**src/rtl/mips_pkg.sv**
```systemverilog
`default_nettype none
// +--------------------------------------------------------------------------+
// | mips_pkg: shared widths, memory-FSM states and pipeline-register fields  |
// | Revision: 1.0                                                            |
// +--------------------------------------------------------------------------+
package mips_pkg;

    localparam int DATA_W = 32;
    localparam int REG_W  = 5;

    typedef enum logic [1:0] {
        IDLE  = 2'd0,
        WAIT  = 2'd1,
        ABORT = 2'd2
    } mem_state_e;

    typedef struct packed {
        logic valid;
        logic reg_write;
        logic mem_to_reg;
        logic mem_read;
        logic mem_write;
    } ex_mem_ctrl_t;

    typedef struct packed {
        logic valid;
        logic reg_write;
        logic mem_to_reg;
    } mem_wb_ctrl_t;

    function automatic logic is_mem_op(input ex_mem_ctrl_t c);
        return c.valid & (c.mem_read | c.mem_write);
    endfunction

    // A simultaneous read/write is treated as a store, so it never returns load data.
    function automatic logic is_load(input ex_mem_ctrl_t c);
        return c.valid & c.mem_read & ~c.mem_write;
    endfunction

endpackage
`default_nettype wire

```
**src/rtl/mem_access_fsm.sv**
```systemverilog
`default_nettype none
// +--------------------------------------------------------------------------+
// | mem_access_fsm: data-memory handshake, stall generation, optional abort  |
// | Timeout counter/ABORT built only with MEM_STAGE_TIMEOUT_EN. Rev: 1.0     |
// +--------------------------------------------------------------------------+
module mem_access_fsm #(
    parameter int TIMEOUT_CYCLES = 16
) (
    input  logic clk,
    input  logic reset,
    input  logic mem_op,
    input  logic dmem_ready,
    output logic stall,
    output logic dmem_req,
    output logic abort,
    output logic mem_fault
);
    import mips_pkg::*;

    mem_state_e state_q;

    assign abort    = (state_q == ABORT);
    assign dmem_req = mem_op & ~abort;
    assign stall    = dmem_req & ~dmem_ready;

`ifdef MEM_STAGE_TIMEOUT_EN
    localparam int CNT_W = $clog2(TIMEOUT_CYCLES + 1);

    logic [CNT_W-1:0] cnt_q;
    logic [CNT_W-1:0] cnt_d;
    logic             fault_q;

    // Count of stalled cycles including the current one.
    assign cnt_d = (state_q == WAIT) ? cnt_q + 1'b1 : CNT_W'(1);

    always_ff @(posedge clk or posedge reset) begin
        if (reset) begin
            state_q <= IDLE;
            cnt_q   <= '0;
            fault_q <= 1'b0;
        end else begin
            fault_q <= 1'b0;
            case (state_q)
                IDLE, WAIT: begin
                    if (stall) begin
                        cnt_q <= cnt_d;
                        if (cnt_d == CNT_W'(TIMEOUT_CYCLES)) begin
                            state_q <= ABORT;
                            fault_q <= 1'b1;
                        end else begin
                            state_q <= WAIT;
                        end
                    end else begin
                        state_q <= IDLE;
                        cnt_q   <= '0;
                    end
                end
                default: begin
                    state_q <= IDLE;
                    cnt_q   <= '0;
                end
            endcase
        end
    end

    assign mem_fault = fault_q;
`else
    logic [31:0] unused_timeout;
    assign unused_timeout = 32'(TIMEOUT_CYCLES);

    always_ff @(posedge clk or posedge reset) begin
        if (reset) begin
            state_q <= IDLE;
        end else begin
            state_q <= stall ? WAIT : IDLE;
        end
    end

    assign mem_fault = 1'b0;
`endif

endmodule
`default_nettype wire

```
**src/rtl/mem_stage.sv**
```systemverilog
`default_nettype none
// +--------------------------------------------------------------------------+
// | mem_stage: MIPS MEM stage - EX/MEM and MEM/WB registers, dmem port, fwd  |
// | Optional access timeout via MEM_STAGE_TIMEOUT_EN. Revision: 1.0          |
// +--------------------------------------------------------------------------+
module mem_stage #(
    parameter int DATA_W         = mips_pkg::DATA_W,
    parameter int REG_W          = mips_pkg::REG_W,
    parameter int TIMEOUT_CYCLES = 16
) (
    input  logic              clk,
    input  logic              reset,
    input  logic              ex_valid,
    input  logic              ex_reg_write,
    input  logic              ex_mem_to_reg,
    input  logic              ex_mem_read,
    input  logic              ex_mem_write,
    input  logic [DATA_W-1:0] ex_alu_result,
    input  logic [DATA_W-1:0] ex_store_data,
    input  logic [REG_W-1:0]  ex_dest_reg,
    input  logic              flush,
    output logic              stall,
    output logic              dmem_req,
    output logic              dmem_we,
    output logic [DATA_W-1:0] dmem_addr,
    output logic [DATA_W-1:0] dmem_wdata,
    input  logic              dmem_ready,
    input  logic [DATA_W-1:0] dmem_rdata,
    output logic              fwd_valid,
    output logic              fwd_is_load,
    output logic [REG_W-1:0]  fwd_dest,
    output logic [DATA_W-1:0] fwd_value,
    output logic              wb_valid,
    output logic              wb_reg_write,
    output logic              wb_mem_to_reg,
    output logic [REG_W-1:0]  wb_dest,
    output logic [DATA_W-1:0] wb_alu_result,
    output logic [DATA_W-1:0] wb_mem_data,
    output logic              mem_fault
);
    import mips_pkg::*;

    ex_mem_ctrl_t      m_ctrl_q;
    logic [DATA_W-1:0] m_alu_q;
    logic [DATA_W-1:0] m_store_q;
    logic [REG_W-1:0]  m_dest_q;

    mem_wb_ctrl_t      wb_ctrl_q;
    logic [REG_W-1:0]  wb_dest_q;
    logic [DATA_W-1:0] wb_alu_q;
    logic [DATA_W-1:0] wb_mdata_q;

    logic mem_op;
    logic abort;

    assign mem_op = is_mem_op(m_ctrl_q);

    mem_access_fsm #(
        .TIMEOUT_CYCLES(TIMEOUT_CYCLES)
    ) u_fsm (
        .clk       (clk),
        .reset     (reset),
        .mem_op    (mem_op),
        .dmem_ready(dmem_ready),
        .stall     (stall),
        .dmem_req  (dmem_req),
        .abort     (abort),
        .mem_fault (mem_fault)
    );

    // A stalled entry must stay put, so flush only takes effect when the stage advances.
    always_ff @(posedge clk or posedge reset) begin
        if (reset) begin
            m_ctrl_q  <= '0;
            m_alu_q   <= '0;
            m_store_q <= '0;
            m_dest_q  <= '0;
        end else if (!stall) begin
            if (flush) begin
                m_ctrl_q <= '0;
            end else begin
                m_ctrl_q  <= '{valid:      ex_valid,
                               reg_write:  ex_reg_write,
                               mem_to_reg: ex_mem_to_reg,
                               mem_read:   ex_mem_read,
                               mem_write:  ex_mem_write};
                m_alu_q   <= ex_alu_result;
                m_store_q <= ex_store_data;
                m_dest_q  <= ex_dest_reg;
            end
        end
    end

    always_ff @(posedge clk or posedge reset) begin
        if (reset) begin
            wb_ctrl_q  <= '0;
            wb_dest_q  <= '0;
            wb_alu_q   <= '0;
            wb_mdata_q <= '0;
        end else if (stall || abort) begin
            wb_ctrl_q <= '0;
        end else begin
            wb_ctrl_q  <= '{valid:      m_ctrl_q.valid,
                           reg_write:  m_ctrl_q.reg_write,
                           mem_to_reg: m_ctrl_q.mem_to_reg};
            wb_dest_q  <= m_dest_q;
            wb_alu_q   <= m_alu_q;
            wb_mdata_q <= is_load(m_ctrl_q) ? dmem_rdata : '0;
        end
    end

    assign dmem_we    = m_ctrl_q.mem_write;
    assign dmem_addr  = m_alu_q;
    assign dmem_wdata = m_store_q;

    assign fwd_valid   = m_ctrl_q.valid & m_ctrl_q.reg_write;
    assign fwd_is_load = m_ctrl_q.mem_read;
    assign fwd_dest    = m_dest_q;
    assign fwd_value   = m_alu_q;

    assign wb_valid      = wb_ctrl_q.valid;
    assign wb_reg_write  = wb_ctrl_q.reg_write;
    assign wb_mem_to_reg = wb_ctrl_q.mem_to_reg;
    assign wb_dest       = wb_dest_q;
    assign wb_alu_result = wb_alu_q;
    assign wb_mem_data   = wb_mdata_q;

endmodule
`default_nettype wire

```
**config.mk**
```make
export PLATFORM = sky130hd
export DESIGN_NAME = mem_stage
export DESIGN_NICKNAME = d
export VERILOG_FILES = /design/src/rtl/mips_pkg.sv /design/src/rtl/mem_access_fsm.sv /design/src/rtl/mem_stage.sv
export SDC_FILE = /design/constraint.sdc
export NUM_CORES = 1
export LEC_CHECK = 0
export ABC_AREA = 1
export CAP_MARGIN = 20
export CORE_UTILIZATION = 41
export DETAILED_ROUTE_END_ITERATION = 6
export PLACE_DENSITY = 0.85
export SYNTH_ARGS = -nofsm -noshare
export SYNTH_HDL_FRONTEND = slang
export SYNTH_SLANG_ARGS = --single-unit
export TNS_END_PERCENT = 100
```
**constraint.sdc**
```tcl
create_clock -name clk -period 6.3 [get_ports clk]
set_input_delay 1.26 -clock clk [delete_from_list [all_inputs] [get_ports clk]]
set_output_delay 1.26 -clock clk [all_outputs]
set_load 0.03 [all_outputs]
```
Yosys cells after proc, flatten, opt, wreduce, memory -nomap -nowiden
Cells that the tools add are included. Widths: inputs -> output; s select.

Output and inout bits: 179. Word-level logic and storage cells: 34. Input bits: 110. Flip-flop bits (word level): 148.

Reduce and logical (&&, ||, !) cells: 2. Equal/unequal tests: 1. Muxes and demuxes: 4. Bitwise operators: 12.

Operators with widths (count): $mux 32 (1); $and 1x1->1 (6); $mux 5 (1); $not 1->1 (5); $mux 3 (1); $eq 2x2->1 const B (1); $reduce_and 2->1 (1); $logic_or 1x1->1 (1); $mux 1 (1); $or 1x1->1 (1).

Logic depth before layout (Yosys ltp)
Depth after elaboration: 6. Mapped depth: 8. Gate-level depth less buffers: 6.

Cells and area by module
A second synthesis with hierarchy kept.

Cells, all modules: 703. Area, all modules: 6068.3 µm².

By module, submodules not included: mem_stage (times used 1, cells each 697, area each 6032.0 µm²); mem_access_fsm (times used 1, cells each 6, area each 36.3 µm²).

Worst setup path after synthesis
No wires, ideal clock.

Path kind: input-to-output. From: input dmem_ready. To: output stall. Data arrival time: 1.753 ns. Stages: 4. Path slack: 3.287 ns. Path through: inv_1 > nand2_4 > inv_2 > buf_2.

Longest elaborated chain between the ends: 2.

RTL lines: start: declaration (RTL line mem_stage.sv:27) `input logic dmem_ready,`; $not 1->1 (RTL line mem_access_fsm.sv:24) `assign stall = dmem_req & ~dmem_ready;`; $and 1x1->1 (RTL line mem_access_fsm.sv:24); end: declaration (RTL line mem_stage.sv:22) `output logic stall,`.

No other way between the ends.

Worst setup path after layout
Same ends and word-level chain as after synthesis.

==> impl_metrics.py <==
metrics = {
    "setup_path": {
        "crit_chain": "clkdlybuf4s50_1, inv_1, nand2_4, inv_2, clkdlybuf4s50_1",
        "required_ns": 5.04,
        "crit_type": "in2out",
        "rrSetupSlack_ns": 3.84,
        "timing.rr.end": "dmem_wdata[12]$_DFFE_PP0P_",
        "cp_num_buf_inv": 4,
        "crit_slowest_cell": "clkdlybuf4s50_1",
        "startpoint_type": "primary input",
        "cpMostUsedCell": "clkdlybuf4s50_1",
        "r2r-start": "m_ctrl_q[4]$_DFFE_PP0N_",
        "critPathArrivalTime_ns": 3.02,
        "cpPeakStageDelay_ns": 0.68,
        "cp_max_fo": 65,
        "endpoint_kind": "output pin",
        "cp_top_family": "buffers and inverters",
        "reg2regPathDepth": 7,
    },
    "clock_network": {
        "clock_path_buffers": 2,
        "post_cts_buffers": 0,
        "postCtsHoldBufs": 0,
        "root_buffer": "clkbuf_16",
        "cts.sinks": 146,
        "cts_repair_resize_count": 0,
        "cts_tree": "built",
        "numCtsBuffers": 17,
        "clk_pin_slew_ns": 0.06,
        "htree_num_levels": 4,
        "clock_latency_ns": 0.41,
    },
    "detailed_routing": {
        "vias": 5334,
        "ant_nets": 0,
        "wl_per_cell_um": 15.42,
        "via_per_inst": 4.862,
        "drc": 0,
        "drt_wl_total_um": 16920,
        "drt_first_pass_iters": 5,
        "drt_iter0_drc": 292,
    },
    "synth": {
        "synth_top_area_frac": 0.6147,
        "synth_area_mm2": 0.005943,
        "ys_warn_count": 0,
        "synthAdderAreaFrac": 0,
        "synth_top_family_by_area": "simple AND/OR/NAND/NOR gates",
        "synth_mux_area_frac": 0,
        "synth.distinct_cells": 14,
        "synth_compound_area_frac": 0,
        "synth_area_per_cell_um2": 8.910,
        "synth_top_cell_by_area": "dfrtp_1",
        "synth-seq-cells": 146,
        "synthCells": 667,
        "synthTopCellsByArea": "dfrtp_1 61%, nand2_1 21%, nand3_1 8.8%",
        "synthSimpleGateAreaFrac": 0.3008,
        "synth_fp_nets": 777,
        "synthXorXnorAreaFrac": 0,
        "ys_seq_area_frac": 0.6147,
    },
    "placement": {
        "placed_cell_area_mm2": 0.008626,
        "hpwl_um": 11270,
        "pre_cts_ws_ns": 1.987,
        "gp_congestion": 0.7653,
        "io_buffers": 287,
    },
    "grt": {
        "antenna_found_initial": 0,
        "grt_pass1_wl_um": 26170,
        "grt_max_degree": 90,
        "gr-total-overflow": 0,
        "grt_pass1_vias": 5120,
        "grtUsageTotal": 0.2297,
    },
    "finish": {
        "layout.nets": 1015,
        "final_cell_area_mm2": 0.009288,
        "final_common_cell": "nand2_1",
        "antenna_cells": 0,
        "drive_gt1_frac": 0.04580,
        "final_cell_mix": "326 x nand2_1, 287 x clkdlybuf4s50_1, 146 x dfrtp_1",
        "syn_to_final_growth_pct": 56.27,
    },
    "die": {
        "die_width_um": 122.4,
        "num_rows": 43,
        "fp.dieArea_mm2": 0.01498,
        "io_pins": 289,
        "start_util": 0.4249,
        "design.core.area_mm2": 0.01399,
        "die_y_um": 122.4,
    },
    "power": {
        "peakVddDrop_mv": 0.1792,
        "p_leak_uw": 0.004546,
        "p_total_uw": 2912,
        "power.density_mw_per_mm2": 313.5,
    },
    "timing": {
        "setup_violations": 0,
        "fin_ws_ns": 2.022,
        "max_slew_margin": 0.4565,
        "whs_ns": 0.4674,
        "finalSetupTns_ns": 0,
        "rsz0062_at_grt": "no",
        "finalCritPeriodShare": 0.6790,
        "fmax_ghz": 0.2338,
        "worst-slew-pin-transition_ns": 0.8153,
        "hold_violations": 0,
        "min_period_ns": 4.278,
        "finalMaxSlewViolations": 0,
        "skew_ns": 0.008086,
    },
    "min_path": {
        "hp-class": "reg2reg",
        "hp-start": "dmem_wdata[14]$_DFFE_PP0P_",
        "hold_depth": 2,
        "hold_path_end": "dmem_wdata[14]$_DFFE_PP0P_",
    },
    "job": {
        "maxCapViolations": 0,
    },
    "status": {
        "status": "completed",
    },
}
[layout make-up]
cell class / count / area (um^2)
clock inverters: 8 / 173.9
multi-input cells: 439 / 1794
clock buffers: 23 / 488.0
flip-flops and latches: 146 / 3654
well taps: 180 / 225.2
repair buffers: 293 / 2918
inverters: 8 / 35.03
fillers: 1093 / 4701
[synthesized netlist by cell type]
cell type  number
nand3_1       105
buf_6           4
clkbuf_1       10
nand2_2         2
nand2_1       326
dfrtp_1       146
nand2_4         1
buf_4          36
buf_2          20
buf_1           4
conb_1          1
inv_2           1
inv_1           7
nor2_1          4
[through the flow]
| stage | utilization | instances |
|---|---|---|
| after floorplan | - | 667 |
| after global placement | 0.6166 | 1066 |
| after detailed placement | 0.6166 | 1066 |
| after CTS | 0.6640 | 1097 |
| after global routing | 0.6640 | 1097 |
| final | 0.6640 | 1097 |
[per-layer routing]
metal | part of all wire | global-route usage | vias up
li1 | - | - | 2526
met1 | 0.39 | 0.2698 | 2544
met2 | 0.49 | 0.3768 | 240
met3 | 0.10 | 0.08271 | 24
met4 | 0.021 | 0.1021 | 0
met5 | 0 | 0 | -
[how the worst max path moves through the flow]
stage | start | endpoint | slack [ns] | cells past startpoint
after floorplan | reset | dmem_addr[0]$_DFFE_PP0P_ | 1.12 | 1
after global placement | dmem_ready | stall | 1.99 | 5
after detailed placement | dmem_ready | stall | 1.99 | 5
after CTS | dmem_ready | stall | 1.98 | 5
after global routing | dmem_ready | stall | 1.92 | 5
final | dmem_ready | stall | 2.02 | 5
[power by group]
part	total (uW)	switching (uW)	internal, uW
logic	697	405	292
registers	1100	69.4	1030
clock network	1120	372	744
[worst reg2reg max path: cells and delay by family, from the launching register on]
kind	cells	cell delay [ns]
buffers and inverters	1	0.45
flip-flops	1	0.41
AND/OR/NAND/NOR	6	1.48
[logic make-up (layout without fill, tap and decap cells)]
| kind of cell | Yosys count | after routing |
|---|---|---|
| DFF | 146 | 146 |
| other | 1 | 1 |
| buffers and inverters | 82 | 332 |
| and+or+nand+nor | 438 | 438 |
(Power assumes the default switching activity.)
